## src/rtl/ps2_pkg.sv

```systemverilog
// ---------------------------------------------------------------------------
// ps2_pkg
// Shared PS/2 definitions used by the host transmitter and the receiver.
//   host_tx_state_t : state encoding of the host-to-device transmitter
//   PS2_FRAME_BITS  : start + 8 data + parity + stop
//   odd_parity()    : parity bit that makes the 9-bit {parity,data} odd
// ---------------------------------------------------------------------------
package ps2_pkg;

  typedef enum logic [2:0] {
    IDLE,
    INHIBIT,
    REQ,
    SEND,
    ACK,
    WAIT_IDLE
  } host_tx_state_t;

  localparam int PS2_FRAME_BITS = 11;

  function automatic logic odd_parity(input logic [7:0] data);
    return ~^data;
  endfunction

endpackage

```

## src/rtl/ps2_line_sync.sv

```systemverilog
// ---------------------------------------------------------------------------
// ps2_line_sync
// Two-flop synchronizer for one raw PS/2 line plus a falling-edge pulse.
//   clk, rst : system clock, synchronous active-high reset
//   line_i   : raw asynchronous line level
//   sync_o   : synchronized level
//   fall_o   : one-cycle pulse when the synchronized level goes 1 -> 0
// All flops reset to 1 (idle bus level) so reset release never produces a
// spurious falling edge.
// ---------------------------------------------------------------------------
module ps2_line_sync (
  input  logic clk,
  input  logic rst,
  input  logic line_i,
  output logic sync_o,
  output logic fall_o
);

  logic meta_q;
  logic sync_q;
  logic prev_q;

  always_ff @(posedge clk) begin
    if (rst) begin
      meta_q <= 1'b1;
      sync_q <= 1'b1;
      prev_q <= 1'b1;
    end else begin
      meta_q <= line_i;
      sync_q <= meta_q;
      prev_q <= sync_q;
    end
  end

  assign sync_o = sync_q;
  assign fall_o = prev_q & ~sync_q;

endmodule

```

## src/rtl/ps2_host_tx.sv

```systemverilog
// ---------------------------------------------------------------------------
// ps2_host_tx
// Host-to-device PS/2 transmitter: inhibits the clock, issues request-to-send,
// shifts the byte out on device clock falling edges and reports the result.
//   clk, rst                 : system clock, synchronous active-high reset
//   tx_valid/tx_ready/tx_data: command byte handshake (accepted in IDLE only)
//   kbd_clk_i, kbd_data_i    : raw open-drain line levels (asynchronous)
//   kbd_clk_oe, kbd_data_oe  : 1 pulls the corresponding line low
//   busy                     : frame in progress (used to gate the receiver)
//   tx_done/tx_ack           : end-of-frame pulse, ack=1 when device ACKed
//   tx_err                   : pulse when the device stops clocking
// Optional build macro PS2_HOST_TX_RETRY_EN: a NACK or timeout restarts the
// frame from INHIBIT with the latched byte, up to 2 retries.
// ---------------------------------------------------------------------------
module ps2_host_tx
  import ps2_pkg::*;
#(
  parameter int CLK_FREQ_HZ    = 16_000_000,
  parameter int INHIBIT_US     = 100,
  parameter int TIMEOUT_CYCLES = 240_000
) (
  input  logic       clk,
  input  logic       rst,
  input  logic       tx_valid,
  output logic       tx_ready,
  input  logic [7:0] tx_data,
  input  logic       kbd_clk_i,
  output logic       kbd_clk_oe,
  input  logic       kbd_data_i,
  output logic       kbd_data_oe,
  output logic       busy,
  output logic       tx_done,
  output logic       tx_ack,
  output logic       tx_err
);

  localparam int INHIBIT_CYCLES = CLK_FREQ_HZ / 1_000_000 * INHIBIT_US;
  localparam int INH_W          = $clog2(INHIBIT_CYCLES + 1);
  localparam int TO_W           = $clog2(TIMEOUT_CYCLES + 1);
  // Start bit is driven during REQ, so only data+parity+stop are shifted.
  localparam int SHIFT_W        = PS2_FRAME_BITS - 1;

  localparam logic [INH_W-1:0] INH_LAST = INH_W'(INHIBIT_CYCLES - 1);
  localparam logic [TO_W-1:0]  TO_LAST  = TO_W'(TIMEOUT_CYCLES - 1);

  // Line synchronizers
  logic clk_sync;
  logic clk_fall;
  logic data_sync;
  logic data_fall_unused;  // data edges carry no meaning for the host side

  ps2_line_sync u_clk_sync (
    .clk    (clk),
    .rst    (rst),
    .line_i (kbd_clk_i),
    .sync_o (clk_sync),
    .fall_o (clk_fall)
  );

  ps2_line_sync u_data_sync (
    .clk    (clk),
    .rst    (rst),
    .line_i (kbd_data_i),
    .sync_o (data_sync),
    .fall_o (data_fall_unused)
  );

  // State
  host_tx_state_t     state_q, state_d;
  logic [SHIFT_W-1:0] shift_q, shift_d;
  logic [3:0]         bit_cnt_q, bit_cnt_d;
  logic [INH_W-1:0]   inh_cnt_q, inh_cnt_d;
  logic [TO_W-1:0]    to_cnt_q, to_cnt_d;
  logic               ack_q, ack_d;

  logic clk_oe_q, clk_oe_d;
  logic data_oe_q, data_oe_d;
  logic busy_q, busy_d;
  logic done_q, done_d;
  logic tx_ack_q, tx_ack_d;
  logic err_q, err_d;
  logic ready_q, ready_d;

`ifdef PS2_HOST_TX_RETRY_EN
  logic [1:0] retry_q, retry_d;
  logic [7:0] byte_q, byte_d;
`endif

  logic frame_end;
  logic timeout_hit;

  always_comb begin
    state_d     = state_q;
    shift_d     = shift_q;
    bit_cnt_d   = bit_cnt_q;
    inh_cnt_d   = inh_cnt_q;
    to_cnt_d    = to_cnt_q;
    ack_d       = ack_q;
    clk_oe_d    = clk_oe_q;
    data_oe_d   = data_oe_q;
    busy_d      = busy_q;
    done_d      = 1'b0;
    tx_ack_d    = tx_ack_q;
    err_d       = 1'b0;
    ready_d     = ready_q;
    frame_end   = 1'b0;
    timeout_hit = 1'b0;
`ifdef PS2_HOST_TX_RETRY_EN
    retry_d     = retry_q;
    byte_d      = byte_q;
`endif

    case (state_q)
      IDLE: begin
        ready_d   = 1'b1;
        clk_oe_d  = 1'b0;
        data_oe_d = 1'b0;
        busy_d    = 1'b0;
        if (tx_valid && ready_q) begin
          shift_d   = {1'b1, odd_parity(tx_data), tx_data};
          inh_cnt_d = '0;
          state_d   = INHIBIT;
          ready_d   = 1'b0;
          busy_d    = 1'b1;
          clk_oe_d  = 1'b1;
`ifdef PS2_HOST_TX_RETRY_EN
          byte_d    = tx_data;
          retry_d   = 2'd0;
`endif
        end
      end

      INHIBIT: begin
        inh_cnt_d = inh_cnt_q + INH_W'(1);
        if (inh_cnt_q == INH_LAST) begin
          state_d   = REQ;
          data_oe_d = 1'b1;  // start bit, clock still held low
        end
      end

      REQ: begin
        state_d   = SEND;
        clk_oe_d  = 1'b0;    // hand the clock to the device
        bit_cnt_d = '0;
        to_cnt_d  = '0;
      end

      SEND: begin
        to_cnt_d = to_cnt_q + TO_W'(1);
        if (clk_fall) begin
          data_oe_d = ~shift_q[0];
          shift_d   = {1'b0, shift_q[SHIFT_W-1:1]};
          bit_cnt_d = bit_cnt_q + 4'd1;
          to_cnt_d  = '0;
          if (bit_cnt_q == 4'd9) begin
            state_d = ACK;
          end
        end else if (to_cnt_q == TO_LAST) begin
          timeout_hit = 1'b1;
        end
      end

      ACK: begin
        to_cnt_d = to_cnt_q + TO_W'(1);
        if (clk_fall) begin
          ack_d    = ~data_sync;  // device pulls data low to acknowledge
          to_cnt_d = '0;
          state_d  = WAIT_IDLE;
        end else if (to_cnt_q == TO_LAST) begin
          timeout_hit = 1'b1;
        end
      end

      WAIT_IDLE: begin
        to_cnt_d = to_cnt_q + TO_W'(1);
        if (clk_sync && data_sync) begin
          frame_end = 1'b1;
        end else if (to_cnt_q == TO_LAST) begin
          timeout_hit = 1'b1;
        end
      end

      default: begin
        state_d = IDLE;
      end
    endcase

    if (frame_end) begin
      done_d   = 1'b1;
      tx_ack_d = ack_q;
      busy_d   = 1'b0;
      state_d  = IDLE;
    end

    if (timeout_hit) begin
      clk_oe_d  = 1'b0;
      data_oe_d = 1'b0;
      err_d     = 1'b1;
      busy_d    = 1'b0;
      state_d   = IDLE;
    end

`ifdef PS2_HOST_TX_RETRY_EN
    // Failed attempt with retries left: silently restart the whole frame.
    if (((frame_end && !ack_q) || timeout_hit) && (retry_q != 2'd2)) begin
      retry_d   = retry_q + 2'd1;
      shift_d   = {1'b1, odd_parity(byte_q), byte_q};
      inh_cnt_d = '0;
      state_d   = INHIBIT;
      clk_oe_d  = 1'b1;
      data_oe_d = 1'b0;
      busy_d    = 1'b1;
      done_d    = 1'b0;
      tx_ack_d  = tx_ack_q;
      err_d     = 1'b0;
    end
`endif
  end

  always_ff @(posedge clk) begin
    if (rst) begin
      state_q   <= IDLE;
      shift_q   <= '0;
      bit_cnt_q <= '0;
      inh_cnt_q <= '0;
      to_cnt_q  <= '0;
      ack_q     <= 1'b0;
      clk_oe_q  <= 1'b0;
      data_oe_q <= 1'b0;
      busy_q    <= 1'b0;
      done_q    <= 1'b0;
      tx_ack_q  <= 1'b0;
      err_q     <= 1'b0;
      ready_q   <= 1'b0;
`ifdef PS2_HOST_TX_RETRY_EN
      retry_q   <= '0;
      byte_q    <= '0;
`endif
    end else begin
      state_q   <= state_d;
      shift_q   <= shift_d;
      bit_cnt_q <= bit_cnt_d;
      inh_cnt_q <= inh_cnt_d;
      to_cnt_q  <= to_cnt_d;
      ack_q     <= ack_d;
      clk_oe_q  <= clk_oe_d;
      data_oe_q <= data_oe_d;
      busy_q    <= busy_d;
      done_q    <= done_d;
      tx_ack_q  <= tx_ack_d;
      err_q     <= err_d;
      ready_q   <= ready_d;
`ifdef PS2_HOST_TX_RETRY_EN
      retry_q   <= retry_d;
      byte_q    <= byte_d;
`endif
    end
  end

  assign tx_ready    = ready_q;
  assign kbd_clk_oe  = clk_oe_q;
  assign kbd_data_oe = data_oe_q;
  assign busy        = busy_q;
  assign tx_done     = done_q;
  assign tx_ack      = tx_ack_q;
  assign tx_err      = err_q;

endmodule

```

## config.mk

```make
export PLATFORM = sky130hd
export DESIGN_NAME = ps2_host_tx
export DESIGN_NICKNAME = d
export VERILOG_FILES = /design/src/rtl/ps2_pkg.sv /design/src/rtl/ps2_line_sync.sv /design/src/rtl/ps2_host_tx.sv
export SDC_FILE = /design/constraint.sdc
export NUM_CORES = 1
export LEC_CHECK = 0
export ABC_AREA = 1
export CAP_MARGIN = 20
export CORE_UTILIZATION = 35
export DETAILED_ROUTE_END_ITERATION = 8
export PLACE_DENSITY = 0.52
export SETUP_SLACK_MARGIN = 0.02
export SYNTH_ARGS = -nofsm -noshare
export SYNTH_HDL_FRONTEND = slang
export SYNTH_SLANG_ARGS = --single-unit
```

## constraint.sdc

```tcl
create_clock -name clk -period 1.33 [get_ports clk]
set_input_delay 0.399 -clock clk [delete_from_list [all_inputs] [get_ports clk]]
set_output_delay 0.399 -clock clk [all_outputs]
set_load 0.05 [all_outputs]
```

* Yosys cells after proc, flatten, opt, wreduce, memory -nomap -nowiden
Cells that the tools add are included.
** Storage, ports and cells
- Output and inout port bits :: 7
- Memory bits (writable) :: 0
- Logic and storage cells :: 87
- Memories :: 0
- ROM bits :: 0
- Flip-flop bits (word level) :: 59
- Bits in latches :: 0
** Operators by class
- Shifts and indexed selects :: 0
- Bitwise operators :: 5
- Multiplexer cells :: 29
- Add/sub/neg operators :: 3
- Reductions and logical operators :: 19
- Multipliers :: 0
- Divide/modulo/power cells :: 0
- Equality and inequality tests :: 13
- Magnitude comparators :: 0
** Operators by type and width (number)
- one-hot mux 18 bit (3 select lines) :: 1
- one-hot mux 11 bit (2 select lines) :: 1
- 2-to-1 mux 10 bit :: 2
- one-hot mux 10 bit (2 select lines) :: 1
- adder 18 x 1 -> 18 bit, second input constant :: 1
- equality test 18 bit, second input constant :: 1
- 2-to-1 mux 18 bit :: 1
- one-hot mux 3 bit (6 select lines) :: 1
- 2-to-1 mux 3 bit :: 5
- adder 11 x 1 -> 11 bit, second input constant :: 1
- equality test 11 bit, second input constant :: 1
- 2-to-1 mux 1 bit :: 11
- 2-to-1 mux 11 bit :: 1
- inequality test 2 bit, second input constant :: 5
- one-hot mux 4 bit (2 select lines) :: 1
- nonzero test 2 bit :: 4
- XNOR reduction 8 bit :: 1
- equality test 3 x 2 -> 1 bit, second input constant :: 2
- equality test 3 bit, second input constant :: 2
- AND reduction 2 bit :: 3
- AND reduction 3 bit :: 2
- AND reduction 6 bit :: 1
- nonzero test 3 bit :: 2
- adder 4 x 1 -> 4 bit, second input constant :: 1
- other kinds (11) :: 17

* Depth between registers and ports, before layout
Gate-level depths: netlist (run 1).
- Depth after elaboration :: 5
- Depth in mapped cells :: 12
- Depth with buffers taken out :: 11

* By module
Synthesis (run 1) repeated with hierarchy kept, for this count alone.
** Second synthesis, totals
- Cell total of the unflattened synthesis :: 480
- Area, all modules :: 3201.8 µm²
** By module, submodules not included
- ps2_host_tx :: times used 1, seq. area each 1081.0 µm², cells an instance 456, area an instance 3014.1 µm²
- ps2_line_sync :: times used 2, seq. area each 60.1 µm², cells an instance 12, area an instance 93.8 µm²

* Worst setup path before layout (run 1)
Ideal clock, no wire load.
- Kind :: register to register
- From :: reg ready_q, in the netlist tx_ready
- To :: reg shift_q[2]
- Arrival :: 1392 ps
- Setup slack :: -180 ps
- Cell stages (with the launch flop) :: 7
- Cells stage by stage :: dfxtp_1 > nand4_4 > inv_2 > nor2_2 > buf_6 > o21ai_1 > nor2_1
** Between the ends
- Longest elaborated chain between the ends :: 3
** RTL lines
- start: declaration :: RTL line ps2_host_tx.sv:82 : logic ready_q, ready_d;
- start signal: assignment :: RTL line ps2_host_tx.sv:252 : ready_q <= ready_d;
- logical AND 1 bit :: RTL line ps2_host_tx.sv:119 : if (tx_valid && ready_q) begin
- inequality test 2 bit (no line)
- AND reduction 3 bit (no line)
- end signal: assignment :: RTL line ps2_host_tx.sv:241 : shift_q <= shift_d;
- end: declaration :: RTL line ps2_host_tx.sv:70 : logic [SHIFT_W-1:0] shift_q, shift_d;
Every way passes these cells.
A chain may end at the register's enable or synchronous reset.

* Worst setup path after layout (run 1)
- From :: reg state_q[2]
- To :: reg to_cnt_q[1]
** Between the ends
- Longest elaborated chain between the ends :: 3
- Elaborated cells between the ends (all ways) :: 7
- Classes of those cells :: eq/ne (4); mux (1); reduce/logical (2)
** RTL lines
- start: declaration :: RTL line ps2_host_tx.sv:69 : host_tx_state_t state_q, state_d;
- start signal: assignment :: RTL line ps2_host_tx.sv:240 : state_q <= state_d;
- equality test 3 bit or equality test 3 x 2 -> 1 bit (tied branches) :: RTL line ps2_host_tx.sv:113 : case (state_q)
- OR reduction 2 bit (no line)
- one-hot mux 18 bit (3 select lines) or nonzero test 3 bit (tied branches)
- end signal: assignment :: RTL line ps2_host_tx.sv:244 : to_cnt_q <= to_cnt_d;
- end: declaration :: RTL line ps2_host_tx.sv:73 : logic [TO_W-1:0] to_cnt_q, to_cnt_d;
Several ways; a longest one is shown, not always the timed one.

==> run_results.csv, run 1 <==
group,metric,value,unit
drt,finalWirelength,8.18,mm
drt,drc,0,
grt,overflow,0,
clocking,clockBufferDepth,2,
worst_setup_path,path_cells,"buf_6 > xor2_4 > buf_4 > buf_6 > or2_2 > o211ai_1 > inv_2",
yosys,synthAdderAreaFrac,1.64,%
timing,fmax,695,MHz
worst_setup_path,reg2regPathDepth,7,
timing,slew_violations,0,
yosys,synth.area.top_cells,"dfxtp_1, nand2_1, nor2_1",
worst_setup_path,cp_max_fo,5,
finish,fin_nets,577,
yosys,synth_xor_xnor_area_share,0.822,%
pwr,clkPwrFrac,26.7,%
hold_path,hp-start,"u_data_sync.meta_q$_SDFF_PP1_",
timing,timing.hold.ws,0.411,ns
drt,first_pass_iters,4,
pwr,combPwrFrac,42.8,%
clocking,cts_hold_buffers,0,
timing,layout_min_cycle_time,1.44,ns
timing,worstMarginPinSlew,0.258,ns
pwr,seqPwrFrac,30.5,%
grt,antenna_found_initial,0,
timing,finalSetupViolCount,17,
timing,max_slew_margin,82.6,%
yosys,synth_top_family_by_area,"simple AND/OR/NAND/NOR gates",
worst_setup_path,critPathTopFamily,"buffers and inverters",
yosys,yosysUniqueCellTypes,38,
worst_setup_path,rr_endpoint,"to_cnt_q[1]$_SDFFE_PP0P_",
pwr,p_int,4860,µW
pwr,p_leak,0.00219,µW
pwr,power,7470,µW
pwr,p_per_area,1490,nW/µm²
floorplan,rows,33,
grt,first_global_vias,2918,
yosys,yosys_register_bits,59,
clocking,path_clk_slew,0.06,ns
yosys,synth_top_area_cell,"dfxtp_1",
finish,area_growth,64.7,%
pwr,p_switching,2620,µW
floorplan,initial_core_util,36.7,%
clocking,clock_latency,0.34,ns
yosys,synth_compound_area_share,14.0,%
drt,avgViaCountPerCell,4.76,
hold_path,hold_depth,1,
worst_setup_path,crit_path_max_incr_delay,0.33,ns
yosys,ys_seq_area_share,38.8,%
worst_setup_path,worst-endpoint-required,1.56,ns
clocking,clock-root-buffer,"clkbuf_8",
drt,drt_iter0_drc,95,
finish,regArea,1210,µm²
pwr,peakVddDrop,1.17,mV
yosys,synth_nets,466,
placed_design,io_buffer_count,19,
worst_setup_path,regToRegSetupSlack,-0.11,ns
floorplan,die_area,9080,µm²
finish,multi_input_area,2120,µm²
finish,fill_cells,717,
worst_setup_path,start_kind,"flop",
timing,rsz0062_at_grt,"yes",
worst_setup_path,crit_buf_inv,4,
worst_setup_path,crit_slowest_cell,"dfxtp_2",
pwr,switching_share,35.0,%
floorplan,die_h,95.3,µm
floorplan,pin_count,20,
yosys,synthCells,449,
yosys,synthMuxAreaShare,0,%
worst_setup_path,cp_data_arrival_time,1.67,ns
finish,final_common_cell,"nand2_1",
drt,wl_per_cell,12.2,µm
run_status,failed_checks,"setup timing",
grt,grt_max_degree,18,
finish,layout_common_cells,"nand2_1, buf_4, nor2_1",
finish,drive_gt1_share,46.5,%
floorplan,coreArea,8300,µm²
placed_design,hpwlAfterDp,5.36,mm
finish,antenna_cells,0,
placed_design,placedCellCount,636,
run_status,status,"finished, violations left",
worst_setup_path,reg2reg_from,"state_q[2]$_SDFFE_PP0P_",
yosys,synth-simple-area-share,35.5,%
worst_setup_path,critPathCaptureType,"flop",
clocking,cts_buffers,9,
flow_run,maxCapViolCount,0,
grt,grt_first_pass_wirelength,12.7,mm
floorplan,die_w,95.3,µm
yosys,yosysTopAreaCellShare,38.8,%
hold_path,worstHoldEndpoint,"u_data_sync.sync_o$_SDFF_PP1_",
worst_setup_path,cpMostUsedCell,"buf_6",
drt,vias,3189,
clocking,cts_tree,"yes",
clocking,htreeDepth,3,
placed_design,gp_congestion,0.836,
finish,final_core_util,60.4,%
timing,skew,0.00791,ns
placed_design,post-place-ws,-0.359,ns
yosys,syn_area_per_cell,6.78,µm²
hold_path,hold_class,"flop to flop",
timing,worst_slack,-0.109,ns
worst_setup_path,worst-setup-path-type,"flop to flop",
yosys,syn_area,3050,µm²
timing,finalHoldViolCount,0,
finish,fin_cells,670,
clocking,cts_sinks,59,
yosys,yosys_warnings,0,
drt,detail-route-antenna-nets,0,
grt,track_usage,18.1,%
timing,post-route-period-util,108,%
-- power groups by stage --
stage / sequential (µW) / combinational [µW] / clock [µW]
final: 2280 / 3200 / 2000
after global routing: 2310 / 3480 / 2140
after CTS: 2230 / 2600 / 2060
after detailed placement: 2200 / 2310 / 0
after global placement: 2200 / 2290 / 0
after floorplan: 2300 / 1230 / 0
-- final cells by class --
cell class / count / share of cell area (%)
Clock buffer: 11 / 2.82
Clock inverter: 5 / 2.00
Inverter: 53 / 4.52
Multi-Input combinational cell: 327 / 42.2
Sequential cell: 59 / 24.2
Tap cell: 105 / 2.62
Timing Repair Buffer: 109 / 21.5
Timing Repair inverter: 1 / 0.125
-- cells in the mapped netlist (all sizes together) --
cell type / instances
a211oi: 2
a21oi: 28
a22oi: 1
a31oi: 3
and3: 1
buf: 7
clkbuf: 3
clkinv: 1
dfxtp: 59
ha: 4
inv: 52
nand2: 125
nand3: 22
nand3b: 1
nand4: 5
nor2: 64
nor3: 21
o211a: 2
o211ai: 2
o21ai: 36
o21bai: 2
o22ai: 1
or2: 5
xor2: 2
-- registers in the layout, indices dropped and copies added, names as in the netlist, 3 cells and up --
signal     count
bit_cnt_q      4
inh_cnt_q     11
shift_q       10
state_q        3
to_cnt_q      18
-- repair_timing --
| action | 4_1_cts | 5_1_grt |
|---|---|---|
| buffers inserted | 4 | 14 |
| cloned | 0 | 2 |
| resized for setup | 66 | 133 |
| pin swaps | 16 | 34 |
| setup endpoints to repair | 52 | 54 |
-- per-stage QoR --
stage | TNS (ns) | area, µm²
floorplan | 0 | 3060
global placement | -12.19 | 3940
detailed placement | -12.49 | 3940
CTS | -0.132 | 4440
global route | -3.38 | 5010
finish | -0.465 | 5010
-- worst max-delay path by stage --
stage,end,start,slack (ns),cells past startpoint
finish,to_cnt_q[1]$_SDFFE_PP0P_,state_q[2]$_SDFFE_PP0P_,-0.11,7
global route,state_q[2]$_SDFFE_PP0P_,state_q[1]$_SDFFE_PP0P_,-0.17,10
CTS,to_cnt_q[16]$_SDFFE_PP0P_,to_cnt_q[1]$_SDFFE_PP0P_,-0.03,11
detailed placement,state_q[1]$_SDFFE_PP0P_,tx_valid,-0.36,10
global placement,state_q[1]$_SDFFE_PP0P_,tx_valid,-0.33,10
floorplan,state_q[0]$_SDFFE_PP0P_,to_cnt_q[0]$_SDFFE_PP0P_,0.01,8
-- cell families (layout without fill, tap and decap cells) --
kind of cell             count (synthesis)  after routing
AND/OR/NAND/NOR                        244            244
AO/OA/AOI/OAI                           77             77
XOR/XNOR                                 2              2
buffers and inverters                   63            179
flip-flops                              59             59
adder cells (fa/ha/maj)                  4              4
-- per-layer routing --
layer  routed length (µm)  GRT usage (%)
met2                 4190           31.0
met4                  120           6.31
met1                 3650           21.8
met5                    0              0
met3                  213           4.78
(Power assumes the default switching activity.)
==> inputs of run 2 (changes only) <==
--- a/config.mk
+++ b/config.mk
@@ -7,9 +7,11 @@
 export LEC_CHECK = 0
 export ABC_AREA = 1
 export CAP_MARGIN = 20
+export CELL_PAD_IN_SITES_DETAIL_PLACEMENT = 0
+export CELL_PAD_IN_SITES_GLOBAL_PLACEMENT = 1
 export CORE_UTILIZATION = 35
 export DETAILED_ROUTE_END_ITERATION = 8
-export PLACE_DENSITY = 0.52
+export PLACE_DENSITY = 0.68
 export SETUP_SLACK_MARGIN = 0.02
 export SYNTH_ARGS = -nofsm -noshare
 export SYNTH_HDL_FRONTEND = slang
==> run 2 against run 1 <==
The flow still finishes with violations (setup timing). Global-route usage is 0.70 points higher. Setup slack improved by 0.031 ns. Combinational power shrank 7.8%. Hold slack improved by 0.0048 ns. Fmax is 2.2% higher. Final cell count shrank 0.30%. Utilization down 2.5 points. Wire length decreased by 1.5%. Clock power about the same. Sequential share of layout area rose by 0.78 points. Critical path type unchanged.
==> run_results.csv, run 2 (synthesized netlist as in run 1, its figures left out) <==
group,metric,value,unit
placed_design,post-place-ws,-0.390,ns
placed_design,placedInstanceArea,4020,µm²
finish,antenna_cells,0,
timing,layout_min_cycle_time,1.41,ns
pwr,p_leak,0.00209,µW
floorplan,die_h,95.3,µm
clocking,htreeDepth,3,
finish,regArea,1200,µm²
floorplan,coreArea,8300,µm²
hold_path,hp-start,"u_data_sync.meta_q$_SDFF_PP1_",
pwr,p_per_area,1500,nW/µm²
run_status,status,"finished, violations left",
placed_design,gp_congestion,0.763,
floorplan,pin_count,20,
drt,first_pass_iters,5,
grt,first_global_vias,3046,
clocking,path_clk_slew,0.07,ns
worst_setup_path,cp_max_fo,3,
clocking,clock_latency,0.34,ns
finish,largest_register,"to_cnt_q",
timing,timing.hold.ws,0.416,ns
clocking,cts_buffers,9,
timing,worstMarginPinSlew,0.249,ns
finish,reg_top3,"to_cnt_q x18, inh_cnt_q x11, shift_q x10",
drt,finalWirelength,8.05,mm
clocking,clockBufferDepth,2,
grt,antenna_found_initial,0,
floorplan,die_w,95.3,µm
timing,post-route-period-util,106,%
run_status,failed_checks,"setup timing",
worst_setup_path,regToRegSetupSlack,-0.08,ns
hold_path,hold_depth,1,
finish,fin_nets,575,
worst_setup_path,worst-setup-path-type,"flop to flop",
timing,rsz0062_at_grt,"yes",
drt,avgViaCountPerCell,4.73,
clocking,clock-root-buffer,"clkbuf_8",
drt,drt_iter0_drc,61,
timing,fmax,710,MHz
worst_setup_path,critPathCaptureType,"flop",
placed_design,io_buffer_count,19,
finish,area_growth,57.9,%
drt,drc,0,
finish,final_core_util,57.9,%
worst_setup_path,start_kind,"flop",
floorplan,die_area,9080,µm²
pwr,peakVddDrop,0.766,mV
hold_path,hold_class,"flop to flop",
worst_setup_path,rr_endpoint,"to_cnt_q[16]$_SDFFE_PP0P_",
finish,layout_common_cells,"nand2_1, buf_4, dfxtp_1",
finish,fill_cells,771,
grt,track_usage,18.8,%
grt,grt_first_pass_wirelength,13.2,mm
finish,final_area,4810,µm²
worst_setup_path,cp_data_arrival_time,1.64,ns
timing,finalHoldViolCount,0,
grt,overflow,0,
finish,largest_register_ffs,18,
finish,multi_input_area,1980,µm²
drt,wl_per_cell,12.1,µm
floorplan,rows,33,
worst_setup_path,reg2reg_from,"to_cnt_q[1]$_SDFFE_PP0P_",
clocking,cts_tree,"yes",
timing,worst_slack,-0.0776,ns
grt,grt_max_degree,18,
drt,vias,3161,
worst_setup_path,reg2regPathDepth,11,
worst_setup_path,worst-endpoint-required,1.56,ns
drt,detail-route-antenna-nets,0,
clocking,cts_sinks,59,
hold_path,worstHoldEndpoint,"u_data_sync.sync_o$_SDFF_PP1_",
finish,fin_cells,668,
timing,skew,0.0105,ns
timing,slew_violations,0,
placed_design,hpwlAfterDp,5.70,mm
timing,max_slew_margin,83.2,%
flow_run,maxCapViolCount,0,
floorplan,initial_core_util,36.7,%
finish,final_common_cell,"nand2_1",
finish,drive_gt1_share,41.4,%
placed_design,placedCellCount,644,
timing,finalSetupViolCount,24,
## run 2: cell types whose count changed in the layout (fill, tap and decap cells not counted), sizes merged
cell and delta:
dlymetal6s2s -2, bufinv -1, clkdlybuf4s50 +2, clkinvlp +1
clkbuf +1, buf -1, clkinv -2
## run 2: power breakdown
group          internal, µW  switching [µW]  total [µW]
combinational          1410            1540        2950
clock                  1260             737        2000
sequential             2020             229        2240
## run 2: worst max-delay path, cell delays in order, from the launching register on
cell and delay, ns:
dfxtp_2 0.35, ha_4 0.15, nand2_2 0.06, inv_2 0.07
nand3_4 0.07, buf_6 0.13, nor2_4 0.12, nand3_2 0.08
nor2_1 0.11, nand2_1 0.06, nand2_1 0.06, nor2_1 0.03
## run 2: cell type report
type	count	share of cell area [%]
inverter	53	4.71
timing repair buffer	107	20.9
sequential	59	25.0
timing repair inverter	1	0.234
clock inverter	3	1.41
tap	105	2.73
clock buffer	13	3.72
multi-input combinational	327	41.3
## run 2: timing repair
action / 4_1_cts / 5_1_grt
pin swaps: 11 / 22
endpoints found under the hold margin: 0 / 0
buffers inserted: 0 / 8
gates resized for setup: 47 / 98
gates cloned: 0 / 1
setup endpoints to repair: 54 / 54
hold buffers: 0 / 0
## run 2: per-stage QoR
| step | setup TNS [ns] | power [µW] |
|---|---|---|
| after floorplan | 0 | 3530 |
| after global placement | -13.48 | 4550 |
| after detailed placement | -14.72 | 4570 |
| after CTS | -1.04 | 6740 |
| after global routing | -4.32 | 7590 |
| final | -0.797 | 7190 |
## run 2: metal layers
layer,global-route usage [%],vias up,routed length (µm),share of wire [%]
met3,4.55,10,168,2.1
met5,0,-,0,0
met1,21.5,1443,3570,44
met4,6.69,0,105,1.3
met2,33.8,28,4210,52
li1,-,1680,-,-
## run 2: worst max-delay path by stage
| stage | from | end | slack, ns | cells after the start |
|---|---|---|---|---|
| 2_1_floorplan | to_cnt_q[0]$_SDFFE_PP0P_ | state_q[0]$_SDFFE_PP0P_ | 0.01 | 8 |
| 3_3_place_gp | tx_valid | inh_cnt_q[10]$_SDFFE_PP0P_ | -0.37 | 6 |
| 3_5_place_dp | tx_valid | shift_q[8]$_SDFFE_PP0P_ | -0.39 | 8 |
| 4_1_cts | to_cnt_q[1]$_SDFFE_PP0P_ | to_cnt_q[14]$_SDFFE_PP0P_ | -0.11 | 9 |
| 5_1_grt | to_cnt_q[1]$_SDFFE_PP0P_ | to_cnt_q[16]$_SDFFE_PP0P_ | -0.21 | 10 |
| 6_report | to_cnt_q[1]$_SDFFE_PP0P_ | to_cnt_q[16]$_SDFFE_PP0P_ | -0.08 | 11 |
